==> src/rtl/sprite_anim_sequencer.sv <==
// Per-player sprite animation sequencer: turns button, movement and hit events into
// frame-timed sprite-state codes, changing state only on frame_tick boundaries.
module sprite_anim_sequencer #(
   parameter int unsigned ATK_START_FRAMES = 5,
   parameter int unsigned ATK_END_FRAMES   = 2,
   parameter int unsigned ATK_PULL_FRAMES  = 16,
   parameter int unsigned DIR_START_FRAMES = 4,
   parameter int unsigned DIR_END_FRAMES   = 3,
   parameter int unsigned DIR_PULL_FRAMES  = 15,
   parameter int unsigned HITSTUN_FRAMES   = 12,
   parameter int unsigned CNT_W            = 5
) (
   input  logic       clk,
   input  logic       rst,
   input  logic       frame_tick,
   input  logic       btn_attack,
   input  logic       btn_dirattack,
   input  logic       btn_block,
   input  logic       move_fwd,
   input  logic       move_back,
   input  logic       hit_pulse,
   output logic [3:0] state,
   output logic       attack_active,
   output logic       busy,
   output logic       anim_done,
   output logic       blocked
);

   typedef enum logic [3:0] {
      S_IDLE      = 4'd0,
      S_WALK      = 4'd1,
      S_WALKBACK  = 4'd2,
      S_ATK_START = 4'd3,
      S_ATK_END   = 4'd4,
      S_ATK_PULL  = 4'd5,
      S_DIR_START = 4'd6,
      S_DIR_END   = 4'd7,
      S_DIR_PULL  = 4'd8,
      S_BLOCK     = 4'd9,
      S_GOTHIT    = 4'd10
   } state_e;

   localparam logic [CNT_W-1:0] ATK_START_LAST = CNT_W'(ATK_START_FRAMES - 1);
   localparam logic [CNT_W-1:0] ATK_END_LAST   = CNT_W'(ATK_END_FRAMES - 1);
   localparam logic [CNT_W-1:0] ATK_PULL_LAST  = CNT_W'(ATK_PULL_FRAMES - 1);
   localparam logic [CNT_W-1:0] DIR_START_LAST = CNT_W'(DIR_START_FRAMES - 1);
   localparam logic [CNT_W-1:0] DIR_END_LAST   = CNT_W'(DIR_END_FRAMES - 1);
   localparam logic [CNT_W-1:0] DIR_PULL_LAST  = CNT_W'(DIR_PULL_FRAMES - 1);
   localparam logic [CNT_W-1:0] HITSTUN_LAST   = CNT_W'(HITSTUN_FRAMES - 1);

   state_e             state_q, state_nxt;
   logic [CNT_W-1:0]   cnt_q, cnt_nxt;
   logic               btn_attack_q, btn_dirattack_q;
   logic               pend_atk, pend_dir, pend_hit;
   logic               atk_req, dir_req, hit_req;
   logic               done_nxt, blocked_nxt;

   // Raw same-cycle events are OR'ed in so a request coinciding with the tick still counts.
   assign atk_req = pend_atk | (btn_attack & ~btn_attack_q);
   assign dir_req = pend_dir | (btn_dirattack & ~btn_dirattack_q);
   assign hit_req = pend_hit | hit_pulse;

   function automatic state_e free_decide(input logic hit, input logic blk, input logic dir,
                                          input logic atk, input logic fwd, input logic back);
      if (hit && blk)      return S_BLOCK;
      else if (hit)        return S_GOTHIT;
      else if (blk)        return S_BLOCK;
      else if (dir)        return S_DIR_START;
      else if (atk)        return S_ATK_START;
      else if (fwd ^ back) return fwd ? S_WALK : S_WALKBACK;
      else                 return S_IDLE;
   endfunction

   function automatic logic [CNT_W-1:0] last_cnt(input state_e s);
      case (s)
         S_ATK_START: return ATK_START_LAST;
         S_ATK_END:   return ATK_END_LAST;
         S_ATK_PULL:  return ATK_PULL_LAST;
         S_DIR_START: return DIR_START_LAST;
         S_DIR_END:   return DIR_END_LAST;
         S_DIR_PULL:  return DIR_PULL_LAST;
         S_GOTHIT:    return HITSTUN_LAST;
         default:     return '0;
      endcase
   endfunction

   always_comb begin
      // NOTE: every output of this block gets a default first, so no path can infer a latch.
      state_nxt   = state_q;
      cnt_nxt     = cnt_q;
      done_nxt    = 1'b0;
      blocked_nxt = 1'b0;
      if (frame_tick) begin
         case (state_q)
            S_IDLE, S_WALK, S_WALKBACK, S_BLOCK: begin
               state_nxt   = free_decide(hit_req, btn_block, dir_req, atk_req, move_fwd, move_back);
               cnt_nxt     = '0;
               blocked_nxt = hit_req & btn_block;
            end
            S_ATK_START, S_ATK_END, S_ATK_PULL,
            S_DIR_START, S_DIR_END, S_DIR_PULL, S_GOTHIT: begin
               if (hit_req) begin
                  state_nxt = S_GOTHIT;
                  cnt_nxt   = '0;
               end else if (cnt_q == last_cnt(state_q)) begin
                  cnt_nxt = '0;
                  case (state_q)
                     S_ATK_START: state_nxt = S_ATK_END;
                     S_ATK_END:   state_nxt = S_ATK_PULL;
                     S_DIR_START: state_nxt = S_DIR_END;
                     S_DIR_END:   state_nxt = S_DIR_PULL;
                     default: begin
                        state_nxt = free_decide(1'b0, btn_block, 1'b0, 1'b0, move_fwd, move_back);
                        done_nxt  = 1'b1;
                     end
                  endcase
               end else if (cnt_q != '1) begin
                  cnt_nxt = cnt_q + 1'b1;
               end
            end
            default: begin
               state_nxt = S_IDLE;
               cnt_nxt   = '0;
            end
         endcase
      end
   end

   always_ff @(posedge clk or posedge rst) begin
      if (rst) begin
         state_q         <= S_IDLE;
         cnt_q           <= '0;
         // NOTE: previous-button flops reset high so a button held through reset is not seen as a press.
         btn_attack_q    <= 1'b1;
         btn_dirattack_q <= 1'b1;
         pend_atk        <= 1'b0;
         pend_dir        <= 1'b0;
         pend_hit        <= 1'b0;
         attack_active   <= 1'b0;
         busy            <= 1'b0;
         anim_done       <= 1'b0;
         blocked         <= 1'b0;
      end else begin
         // NOTE: sequential state uses non-blocking assignments so all flops see pre-edge values.
         state_q         <= state_nxt;
         cnt_q           <= cnt_nxt;
         btn_attack_q    <= btn_attack;
         btn_dirattack_q <= btn_dirattack;
         pend_atk        <= frame_tick ? 1'b0 : atk_req;
         pend_dir        <= frame_tick ? 1'b0 : dir_req;
         pend_hit        <= frame_tick ? 1'b0 : hit_req;
         attack_active   <= state_nxt inside {S_ATK_END, S_DIR_END};
         busy            <= state_nxt inside {S_ATK_START, S_ATK_END, S_ATK_PULL,
                                              S_DIR_START, S_DIR_END, S_DIR_PULL, S_GOTHIT};
         anim_done       <= done_nxt;
         blocked         <= blocked_nxt;
      end
   end

   assign state = state_q;

endmodule
==> config.mk <==
export PLATFORM = sky130hd
export DESIGN_NAME = sprite_anim_sequencer
export DESIGN_NICKNAME = d
export VERILOG_FILES = /design/src/rtl/sprite_anim_sequencer.sv
export SDC_FILE = /design/constraint.sdc
export NUM_CORES = 1
export LEC_CHECK = 0
export ABC_AREA = 1
export CAP_MARGIN = 20
export CORE_MARGIN = 1.5
export CORE_UTILIZATION = 45
export CTS_CLUSTER_SIZE = 16
export DETAILED_ROUTE_END_ITERATION = 8
export HOLD_SLACK_MARGIN = 0.08
export PLACE_DENSITY_LB_ADDON = 0.05
export SYNTH_ARGS = -nofsm -noshare
export SYNTH_HDL_FRONTEND = slang
export SYNTH_SLANG_ARGS = --single-unit
==> constraint.sdc <==
create_clock -name clk -period 3.9 [get_ports clk]
set_input_delay 0.78 -clock clk [delete_from_list [all_inputs] [get_ports clk]]
set_output_delay 0.78 -clock clk [all_outputs]
set_load 0.05 [all_outputs]
## Word-level counts from Yosys, hierarchy flattened

Cells that the tools add are included.

- Register bits after elaboration: 18
- Bits of input ports: 9

- Add/sub/neg operators: 1
- Equality and inequality tests: 20
- Muxes and demuxes: 31
- Bitwise operators: 9
- Reduce and logical (&&, ||, !) cells: 8

Operators by type and width:

| cell | number |
|---|---|
| $mux W5 | 7 |
| $eq A4 B3 Y1 const B | 8 |
| $mux W4 | 7 |
| $pmux W4 S7 | 1 |
| $eq A4 B4 Y1 const B | 5 |
| $pmux W4 S4 | 1 |
| $eq A4 B2 Y1 const B | 3 |
| $mux W1 | 10 |
| $pmux W4 S2 | 1 |
| $reduce_or A4 Y1 | 2 |
| $reduce_bool A7 Y1 | 1 |
| $reduce_or A7 Y1 | 1 |
| $mux W2 | 3 |
| $add A5 B1 Y5 const B | 1 |
| $eq A5 B5 Y1 | 1 |
| $ne A5 B5 Y1 const B | 1 |
| $eq A4 B1 Y1 const B | 1 |
| $logic_not A4 Y1 | 1 |
| $ne A4 B4 Y1 const B | 1 |
| $and A1 B1 Y1 | 3 |
| $mux W3 | 1 |
| $or A1 B1 Y1 | 3 |
| $not A1 Y1 | 2 |
| $reduce_and A2 Y1 | 1 |
| other kinds (3) | 3 |

## Depth between registers and ports, before layout

Gate-level depths: netlist (run 1).

- Depth after elaboration: 12
- Mapped depth: 17
- Depth with buffers taken out: 16

## Worst setup path after synthesis (run 1)

OpenSTA, ideal clock, no wires.

- Path kind: flip-flop to flip-flop
- Start point: register state_q[0] (netlist: state[0])
- End point: register busy
- Library setup time: 0.119 ns
- Data arrival time: 1.977 ns
- Slack: 1.804 ns
- Cell stages (with the launch flop): 17
- Clock period less this slack: 2.096 ns
- Cell sequence: dfrtp_1 buf_4 nand2_2 inv_2 nand2_1 nand3_1 nand2_1 nand2_4 nand3_4 nand2_1 nand3_1 nand2_1 nand2_2 nand2_2 nand2_1 nor2_1 nor2_1

- Cells in the longest elaborated chain, start to end: 12
- Elaborated cells between the ends (all ways): 31

RTL lines:

| what | line | text |
|---|---|---|
| start, declared | 51 | `state_e state_q, state_nxt;` |
| start signal, assigned | 145 | `state_q <= state_nxt;` |
| $eq A4 B4 Y1 (tied with other cells) | 75, 94 |  |
| $pmux W4 S7 | 75 | `case (s)` |
| $mux W5 | 102 | `if (hit_req) begin` |
| $mux W5 | 94 | `case (state_q)` |
| $mux W5 | 93 | `if (frame_tick) begin` |
| $eq A5 B5 Y1 | 105 | `end else if (cnt_q == last_cnt(state_q)) begin` |
| $mux W4 | 105 |  |
| $mux W4 | 102 |  |
| $pmux W4 S2 | 94 |  |
| $mux W4 (*) | 93 |  |
| $eq A4 B2 Y1 (tied with other cells) | 153 | `busy <= state_nxt inside {S_ATK_START, S_ATK_END, S_ATK_PULL,` |
| $reduce_bool A7 Y1 (*) | 153 |  |
| end signal, assigned | 153 |  |
| end, declared | 24 | `output logic busy,` |

Mark *: on every way between the ends. The rest lies on a longest branch, timed or not. The select of a mux whose other input is x is not followed.
A chain may end at the register's enable or synchronous reset.

## Worst setup path in the final report (run 1)

- Start point: register state_q[3] (netlist: state[3])
- End point: output state[3]

RTL lines:

| what | line | text |
|---|---|---|
| end, declared | 22 | `output logic [3:0] state,` |

No word-level cell between the ends.

==> results of run 1 <==
-- layout make-up --
type | instances | area [sq um]
sequential | 18 | 453
multi-input combinational | 136 | 713
fill | 274 | 1240
timing repair buffer | 16 | 160
clock buffer | 4 | 26.3
tap | 31 | 38.8
inverter | 26 | 97.6
-- flip-flops by register name, indices dropped and copies added, names as in the netlist --
register         cells
busy                 1
attack_active        1
blocked              1
btn_attack_q         1
cnt_q                5
anim_done            1
pend_hit             1
state                4
btn_dirattack_q      1
pend_atk             1
pend_dir             1
-- where the power goes --
part | total (uW) | leakage, uW | switching, uW | internal, uW
Sequential | 271 | 0.000229 | 52.0 | 219
Clock | 98.5 | 0.0000150 | 58.7 | 39.8
Combinational | 569 | 0.000492 | 388 | 182
Total | 939 | 0.000736 | 498 | 441
-- metal layers --
layer	part of all wire (%)	up-vias
met5	0	-
met2	44	31
met1	50	525
met4	1.2	0
met3	5.2	4
li1	-	615
-- stage by stage --
stage / setup WS [ns] / cell area [sq um] / util [%]
CTS: 1.40 / 1490 / 54.5
global placement: 1.41 / 1460 / 53.5
floorplan: 1.80 / 1280 / -
global route: 1.35 / 1490 / 54.5
detailed placement: 1.38 / 1460 / 53.5
finish: 1.40 / 1490 / 54.5
-- worst min-delay path: stages (launching register included) --
cell	delay [ns]
dfrtp_1	0.34
a21oi_1	0.06
nor2_1	0.08
-- cell families (layout without fill, tap and decap cells) --
group / after synthesis / in the layout
DFF: 18 / 18
xor gates and xnor gates: 1 / 1
adders and majority gates: 2 / 2
AOI/OAI and AO/OA: 20 / 20
buffers and inverters: 28 / 46
and+or+nand+nor: 113 / 113
-- final timing paths --
kind | from | end | slack (ns) | depth (start not counted)
worst max register to register | state[3] | busy | 1.79 | 14
min in group asynchronous | rst | state[2] | 0.87 | 2
worst min register to register | pend_atk | pend_atk | 0.51 | 2
max in group asynchronous | rst | pend_hit | 2.58 | 2
worst min-delay path | pend_atk | pend_atk | 0.51 | 2
worst max-delay path | state[3] | state[3] | 1.40 | 1
-- synth_stat cells (all sizes together) --
cell type / instances / area share [%]
nand4: 5 / 2.4
a31oi: 2 / 0.98
nand3: 14 / 7.6
inv: 25 / 7.3
o211ai: 1 / 0.59
o21ai: 7 / 3.3
nor2: 26 / 11
ha: 2 / 2.0
xor2: 1 / 0.69
nand3b: 1 / 0.59
dfstp: 2 / 4.1
a21oi: 10 / 4.2
dfrtp: 16 / 31
nor4: 1 / 0.49
nand2: 64 / 22
clkinv: 1 / 0.29
buf: 2 / 1.2
nor3: 2 / 0.78
==> key figures, run 1 <==
Status
  • Outcome: finished clean

GRT
  • First-pass GRT wire length: 5240 microns
  • Vias in the first global route: 1187
  • GR peak layer: met2
  • Initial antenna violation count: 0
  • Gr ovfl total: 0
  • Global routing usage on met2: 31.3%
  • Pin count of the biggest net entering global routing: 19
  • GR Util All Layers: 20.9%
  • GR Util met3: 3.69%
  • GR Layer Usage met1: 30.5%

Clock tree
  • H-tree levels: 1
  • Post-CTS Setup Bufs: 0
  • CTS tree: built
  • CTS Hold Bufs: 0
  • CTS Buffer Depth: 2
  • Num CTS Buffers: 3
  • Worst skew pair latency: 0.30 ns
  • CTS Sinks: 18
  • Clk slew on worst S/H paths: 0.11 ns
  • Cts repair resizes: 0
  • Root buffer cell: clkbuf_4

Critical path
  • Crit path DAT: 1.72 ns
  • Setup crit end kind: output port
  • WP buf/inv: 1
  • Startpoint types: flop
  • Worst Path Required: 3.12 ns
  • Crit-path leading delay family: buffers and inverters
  • Crit path max-delay cell type: clkdlybuf4s50_1
  • CP max stage delay: 0.87 ns
  • Crit path kind: flop to output port
  • Crit-path cells: clkdlybuf4s50_1
  • Crit path max fanout: 6

Floorplanning
  • Die area: 3170 sq um
  • Die height: 56.3 microns
  • Die X: 56.3 microns
  • Row cnt: 19
  • Core area: 2730 sq um
  • Initial core utilization: 46.8%
  • IO Count: 17

Placement
  • Port bufs: 16
  • Cell count after placement: 227
  • RD Place Congestion: 0.876
  • Hpwl dp: 2310 microns

Pwr
  • P per Cell Area: 631 nW/um^2
  • Max VDD drop: 0.000581 V
  • P_leak: 0.000736 uW
  • PnR Total Power: 939 uW

Yosys
  • Synth Area in Compound Gates: 9.10%
  • Post-Synth XOR/XNOR Area: 0.685%
  • Largest family of logic cells by synthesized area: simple AND/OR/NAND/NOR gates
  • Flops & latches, synth: 18
  • Unique cell type count in the Yosys netlist: 28
  • Synth Warn #: 0
  • Syn Std Cell Area: 1280 sq um
  • Seq/Total Area, Yosys: 35.4%
  • Synth Instances: 182
  • Post-synthesis mux area share: 0%
  • Net Count, Synth: 193
  • Adder-cell area share of the yosys netlist: 1.96%
  • Post-Synth Simple-Gate Area: 44.0%
  • Syn_area_per_cell: 7.03 sq um

Drt
  • Via count: 1175
  • 1st-pass router iterations: 4
  • Avg WL per Cell: 12.3 microns
  • Routed wire length: 2850 microns
  • ANT nets after route: 0
  • 1st-iter DRT viols: 46
  • # DRC: 0
  • Vias per inst: 5.09

Finish
  • Non-Filler Instances: 231
  • Most common cell after layout, fill and taps aside: nand2_1
  • NumNets Final: 212
  • Number of diodes: 0
  • Commonest non-fill, non-tap cells in the layout: 54 x nand2_1, 19 x nor2_1, 18 x inv_1
  • Share of post-route cells with drive strength above 1: 18.0%
  • Area grow syn2layout: 16.4%

Timing
  • Fin crit period: 2.50 ns
  • Relative slew slack: 54.7%
  • Period utilization: 64.2%
  • Clock skew: 0.0149 ns
  • Fmax: 0.399 GHz
  • Final Hold Viols: 0
  • Max Slew Vio Count: 0
  • Setup TNS: 0 ns
  • Slew @ Worst Pin: 0.679 ns
  • RSZ-0062 raised after global routing: false
  • Min Hold Slack: 0.511 ns
  • Setup-failing EPs final: 0

Flow run
  • MaxCap Viol Count: 0

Worst hold path
  • Worst Hold Class: flop to flop
Power figures use the tool's default switching activity.
==> run 2, diff against run 1 <==
clock period = 2.12 ns   (was 3.9 ns; I/O delays follow)
==> run 2 against run 1 <==
Critical endpoint is now busy. Worst setup slack lost 1.3 ns. Hold slack lost 0.087 ns. Highest routed layer unchanged. Register-to-register slack worse by 1.7 ns. Flip-flop and latch count did not move. Non-clock buffer count is 13 higher. Combinational power up 110%. Utilization is 4.2 points higher. Design area rose by 7.6%. Wire length increased by 7.0%. Final cell count increased by 5.6%. Largest cell class unchanged. Total power is 100% higher. Critical path depth grew 13. Largest power group unchanged.
==> key figures, run 2 (synthesis gave the netlist of run 1 again) <==
Floorplanning
  • Initial core utilization: 46.8% (unchanged)
  • Row cnt: 19 (unchanged)
  • Die height: 56.3 microns (unchanged)
  • Die X: 56.3 microns (unchanged)
  • Core area: 2730 sq um (unchanged)
  • IO Count: 17 (unchanged)
  • Die area: 3170 sq um (unchanged)

Placement
  • Port bufs: 16 (unchanged)
  • Pre-CTS setup slack: 0.0858 ns (-1.29 ns)
  • Hpwl dp: 2270 microns (-1.6%)
  • RD Place Congestion: 0.887 (+1.3%)

Critical path
  • Startpoint types: flop
  • WP buf/inv: 1 (unchanged)
  • Setup crit end kind: flop
  • Crit path kind: flop to flop
  • Crit-path cells: inv_4 -> nand2_1 -> nor2_1 -> nor2_1 -> o21ai_2 -> nand3_4 -> nand2_1 -> nand3_1 -> nand2_1 -> nand2_1 -> nand2_2 -> nor2_2 -> nor2_1 -> nor2_1
  • RR Startpoint: state[3]
  • Worst Setup SP: state[3]
  • Worst r2r dst: busy
  • CP max stage delay: 0.46 ns (-0.41 ns)
  • Crit path max-delay cell type: dfrtp_2
  • Flop2flop setup slack: 0.13 ns (-1.66 ns)
  • R2R depth: 14 (unchanged)
  • Crit path max fanout: 6 (unchanged)
  • Worst Path Required: 2.32 ns (-0.80 ns)
  • Crit path DAT: 2.18 ns (+0.46 ns)
  • Crit-path leading delay family: simple AND/OR/NAND/NOR gates

Clock tree
  • Num CTS Buffers: 3 (unchanged)
  • CTS Hold Bufs: 0 (unchanged)
  • H-tree levels: 1 (unchanged)
  • Root buffer cell: clkbuf_4
  • Clk slew on worst S/H paths: 0.13 ns (+0.02 ns)
  • CTS Sinks: 18 (unchanged)
  • CTS tree: built
  • CTS Buffer Depth: 2 (unchanged)
  • Worst skew pair latency: 0.31 ns (about the same)

GRT
  • GR Util All Layers: 20.9% (-0.061 points)
  • Initial antenna violation count: 0 (unchanged)
  • First-pass GRT wire length: 5180 microns (-1.3%)
  • Pin count of the biggest net entering global routing: 19 (unchanged)
  • Vias in the first global route: 1155 (-2.7%)
  • Gr ovfl total: 0 (unchanged)

Drt
  • 1st-iter DRT viols: 39 (-15%)
  • 1st-pass router iterations: 4 (unchanged)
  • Avg WL per Cell: 12.5 microns (+1.3%)
  • Met2 WL: 1370 microns (+11%)
  • Via count: 1244 (+5.9%)
  • # DRC: 0 (unchanged)
  • Top layer in use: met4
  • DR WL met3: 145 microns (-1.4%)
  • ANT nets after route: 0 (unchanged)
  • Routed wire length: 3040 microns (+7.0%)
  • Met1 WL: 1510 microns (+5.9%)
  • Vias per inst: 5.10 (+0.23%)

Finish
  • Biggest register: cnt_q
  • Share of post-route cells with drive strength above 1: 26.8% (+8.8 points)
  • Number of diodes: 0 (unchanged)
  • Final Core Density: 58.6% (+4.2 points)
  • NumNets Final: 225 (+6.1%)
  • Commonest non-fill, non-tap cells in the layout: 53 x nand2_1, 19 x nor2_1, 18 x inv_1
  • Max FFs per register: 5 (unchanged)
  • Most common cell after layout, fill and taps aside: nand2_1
  • Area grow syn2layout: 25.3%

Status
  • Outcome: finished clean

Timing
  • Setup TNS: 0 ns (unchanged)
  • Setup-failing EPs final: 0 (unchanged)
  • Period utilization: 93.8%
  • Final Hold Viols: 0 (unchanged)
  • Relative slew slack: 66.6% (+12 points)
  • Fmax: 0.503 GHz
  • Min Hold Slack: 0.424 ns (-0.0867 ns)
  • Max Slew Vio Count: 0 (unchanged)
  • Fin crit period: 1.99 ns
  • Worst setup margin: 0.132 ns (-1.26 ns)
  • Slew @ Worst Pin: 0.500 ns (-0.179 ns)
  • Clock skew: 0.0218 ns (+0.00688 ns)
  • RSZ-0062 raised after global routing: true

Pwr
  • P per Cell Area: 1190 nW/um^2 (+89%)
  • Max VDD drop: 0.000991 V (+70%)
  • P_leak: 0.000818 uW (+11%)
  • PnR Total Power: 1910 uW (+100%)

Flow run
  • MaxCap Viol Count: 0 (unchanged)

Worst hold path
  • Worst Hold Class: primary input to async pin
## run 2: changes by cell type in the layout (fill, tap and decap cells not counted)
cell / delta
buf_4: +16
clkbuf_1: -1
clkbuf_8: +1
clkdlybuf4s50_1: -4
dfrtp_1: -3
dfrtp_2: +3
dlymetal6s2s_1: +1
inv_2: -2
inv_4: +2
nand2_1: -1
nand2_2: +1
## run 2: repair_timing
action | 4_1_cts | 5_1_grt
buffers inserted | 0 | 9
resized for setup | 0 | 7
setup endpoints to repair | 0 | 6
hold endpoints to repair | 0 | 0
## run 2: routing by layer
metal	GRT usage [%]	up-vias
met5	0	-
met3	5.30	2
li1	-	641
met2	32.3	28
met1	29.5	573
met4	4.76	0
## run 2: final cells by class
cell class | instances | area (sq um)
Timing Repair Buffer | 29 | 253
Fill cell | 267 | 1130
Sequential cell | 18 | 457
Inverter | 26 | 103
Tap cell | 31 | 38.8
Clock buffer | 4 | 36.3
Multi-Input combinational cell | 136 | 716
## run 2: worst max-delay path by stage
stage,to,slack (ns),depth (start not counted)
floorplan,busy,0.02,16
global placement,busy,0.10,10
detailed placement,busy,0.09,10
CTS,state[2],0.02,1
global route,busy,-0.06,14
finish,busy,0.13,14
## run 2: power by group
| group | total (uW) | internal [uW] | switching [uW] |
|---|---|---|---|
| clock network | 229 | 105 | 124 |
| registers | 481 | 408 | 72.8 |
| logic | 1200 | 434 | 769 |
| total | 1910 | 948 | 966 |
## run 2: worst register-to-register path, cell delays in order (launching register included)
cell and delay [ns]:
dfrtp_2 0.46, inv_4 0.10, nand2_1 0.11, nor2_1 0.11, nor2_1 0.06, o21ai_2 0.29
nand3_4 0.17, nand2_1 0.09, nand3_1 0.06, nand2_1 0.06, nand2_1 0.10, nand2_2 0.09
nor2_2 0.04, nor2_1 0.10, nor2_1 0.04
## run 2: through the flow
stage | std cells | area [sq um]
final | 244 | 1600
after global routing | 244 | 1600
after CTS | 235 | 1520
after detailed placement | 231 | 1490
after global placement | 231 | 1490
after floorplan | 182 | 1280
==> run 3, diff against run 2 <==
CAP_MARGIN = unset   (was 20)
CORE_UTILIZATION = 40   (was 45)
==> run 3 against run 2 <==
Die area up 12%. Flip-flop and latch count unchanged. Via count down 0.56%. First-iteration DRC count down 36%. Clock skew down 0.016 ns. Hold slack better by 0.013 ns. Clock power down 5%. Total power up 1.3%. Clock-buffer cell count unchanged. Highest routed layer unchanged.
==> key figures, run 3 (synthesis gave the netlist of run 1 again) <==
Critical path
  • Flop2flop setup slack: 0.20 ns (+0.07 ns)
  • Crit path max fanout: 6 (unchanged)
  • R2R depth: 14 (unchanged)
  • Crit path max-delay cell type: clkdlybuf4s50_1
  • Crit path kind: flop to output port
  • Crit-path cells: clkdlybuf4s50_1
  • Worst Path Required: 1.70 ns (-0.62 ns)
  • Worst r2r dst: busy
  • Crit-path leading delay family: buffers and inverters
  • Crit path DAT: 1.60 ns (-0.58 ns)
  • Startpoint types: flop
  • CP max stage delay: 0.83 ns (+0.37 ns)
  • WP buf/inv: 1 (unchanged)
  • Setup crit end kind: output port
  • RR Startpoint: state[3]

Placement
  • RD Place Congestion: 0.827 (-6.8%)
  • Hpwl dp: 2290 microns (+0.86%)
  • Port bufs: 16 (unchanged)
  • DP Area: 1510 sq um (+1.6%)

Finish
  • NumNets Final: 226 (+0.44%)
  • Post-Layout Inst Area: 1630 sq um (+1.6%)
  • Area grow syn2layout: 27.4%
  • Max FFs per register: 5 (unchanged)
  • Share of post-route cells with drive strength above 1: 27.6% (+0.81 points)
  • Biggest register: cnt_q
  • Number of diodes: 0 (unchanged)
  • Final Core Density: 53.4% (-5.3 points)
  • Most common cell after layout, fill and taps aside: nand2_1
  • Commonest non-fill, non-tap cells in the layout: 53 x nand2_1, 19 x nor2_1, 18 x inv_1

Clock tree
  • H-tree levels: 1 (unchanged)
  • Num CTS Buffers: 3 (unchanged)
  • Root buffer cell: clkbuf_4
  • CTS Sinks: 18 (unchanged)
  • Clk slew on worst S/H paths: 0.11 ns (-0.02 ns)
  • CTS tree: built
  • CTS Hold Bufs: 0 (unchanged)
  • CTS Buffer Depth: 2 (unchanged)
  • Worst skew pair latency: 0.30 ns (about the same)

Floorplanning
  • Die area: 3550 sq um (+12%)
  • Initial core utilization: 41.9% (-4.9 points)
  • Core area: 3050 sq um (+12%)
  • Die height: 59.5 microns (+5.7%)
  • Die X: 59.5 microns (+5.7%)
  • Row cnt: 20 (+1)
  • IO Count: 17 (unchanged)

Pwr
  • P per Cell Area: 1190 nW/um^2 (-0.32%)
  • PnR Total Power: 1940 uW (+1.3%)
  • P_leak: 0.000811 uW (-0.85%)
  • Max VDD drop: 0.000603 V (-39%)

Drt
  • # DRC: 0 (unchanged)
  • Vias per inst: 4.79 (-6.0%)
  • Avg WL per Cell: 11.4 microns (-8.8%)
  • 1st-pass router iterations: 4 (unchanged)
  • Via count: 1237 (-0.56%)
  • Routed wire length: 2930 microns (-3.6%)
  • ANT nets after route: 0 (unchanged)
  • 1st-iter DRT viols: 25 (-36%)

Timing
  • Slew @ Worst Pin: 0.497 ns (-0.00287 ns)
  • Fmax: 0.494 GHz (-1.7%)
  • Final Hold Viols: 0 (unchanged)
  • Period utilization: 95.4% (+1.6 points)
  • Setup-failing EPs final: 0 (unchanged)
  • Relative slew slack: 66.8% (+0.14 points)
  • Clock skew: 0.00604 ns (-0.0157 ns)
  • Fin crit period: 2.02 ns (+0.0346 ns)
  • Max Slew Vio Count: 0 (unchanged)
  • Setup TNS: 0 ns (unchanged)
  • Min Hold Slack: 0.437 ns (+0.0129 ns)

GRT
  • Pin count of the biggest net entering global routing: 19 (unchanged)
  • Initial antenna violation count: 0 (unchanged)
  • First-pass GRT wire length: 4840 microns (-6.4%)
  • Gr ovfl total: 0 (unchanged)
  • Vias in the first global route: 1101 (-4.7%)
  • GR Util All Layers: 18.2% (-2.7 points)

Flow run
  • MaxCap Viol Count: 0 (unchanged)

Status
  • Outcome: finished clean

Worst hold path
  • Worst Hold Class: primary input to async pin
[run 3: cell count changes in the layout (fill, tap and decap cells not counted)]
cell / before / now
buf_4: 16 / 17
clkdlybuf4s50_1: 12 / 13
dlymetal6s2s_1: 1 / 0
nand3_1: 10 / 9
nand3_2: 3 / 4
[run 3: worst max path at each step]
stage	slack [ns]	end	start	cells past startpoint
after detailed placement	0.09	busy	state[3]	14
after CTS	0.03	state[2]	state[2]	1
after global placement	0.13	attack_active	state[3]	12
after floorplan	0.02	busy	state[0]	16
final	0.1	state[2]	state[2]	1
after global routing	-0.01	busy	state[3]	14
[run 3: metrics by stage]
step | setup WS, ns | instances
after floorplan | 0.0240 | 182
after global placement | 0.126 | 245
after detailed placement | 0.0864 | 245
after CTS | 0.0284 | 249
after global routing | -0.0109 | 258
final | 0.0977 | 258
[run 3: timing repair]
action	in CTS	in global routing
endpoints found under the setup margin	0	6
endpoints found under the hold margin	0	0
gates resized for setup	0	7
buffers inserted	0	9
[run 3: power breakdown]
group / leakage, uW / switching [uW] / internal (uW) / total [uW]
clock: 0.0000210 / 112 / 105 / 217
sequential: 0.000226 / 73.9 / 409 / 482
combinational: 0.000564 / 780 / 459 / 1240
total: 0.000811 / 967 / 972 / 1940
[run 3: area by class of cell]
cell class,instances,area (sq um)
repair buffers,30,258
inverters,26,103
flip-flops and latches,18,457
clock buffers,4,36.3
fillers,307,1420
well taps,44,55.1
multi-input cells,136,721
[run 3: metal layers]
metal  vias up  part of all wire [%]  global-route usage (%)
li1        643                     -                       -
met1       570                    50                    25.7
met2        22                    45                    28.6
met3         2                   4.2                    2.62
met4         0                  0.65                    5.71
met5         -                     0                       0
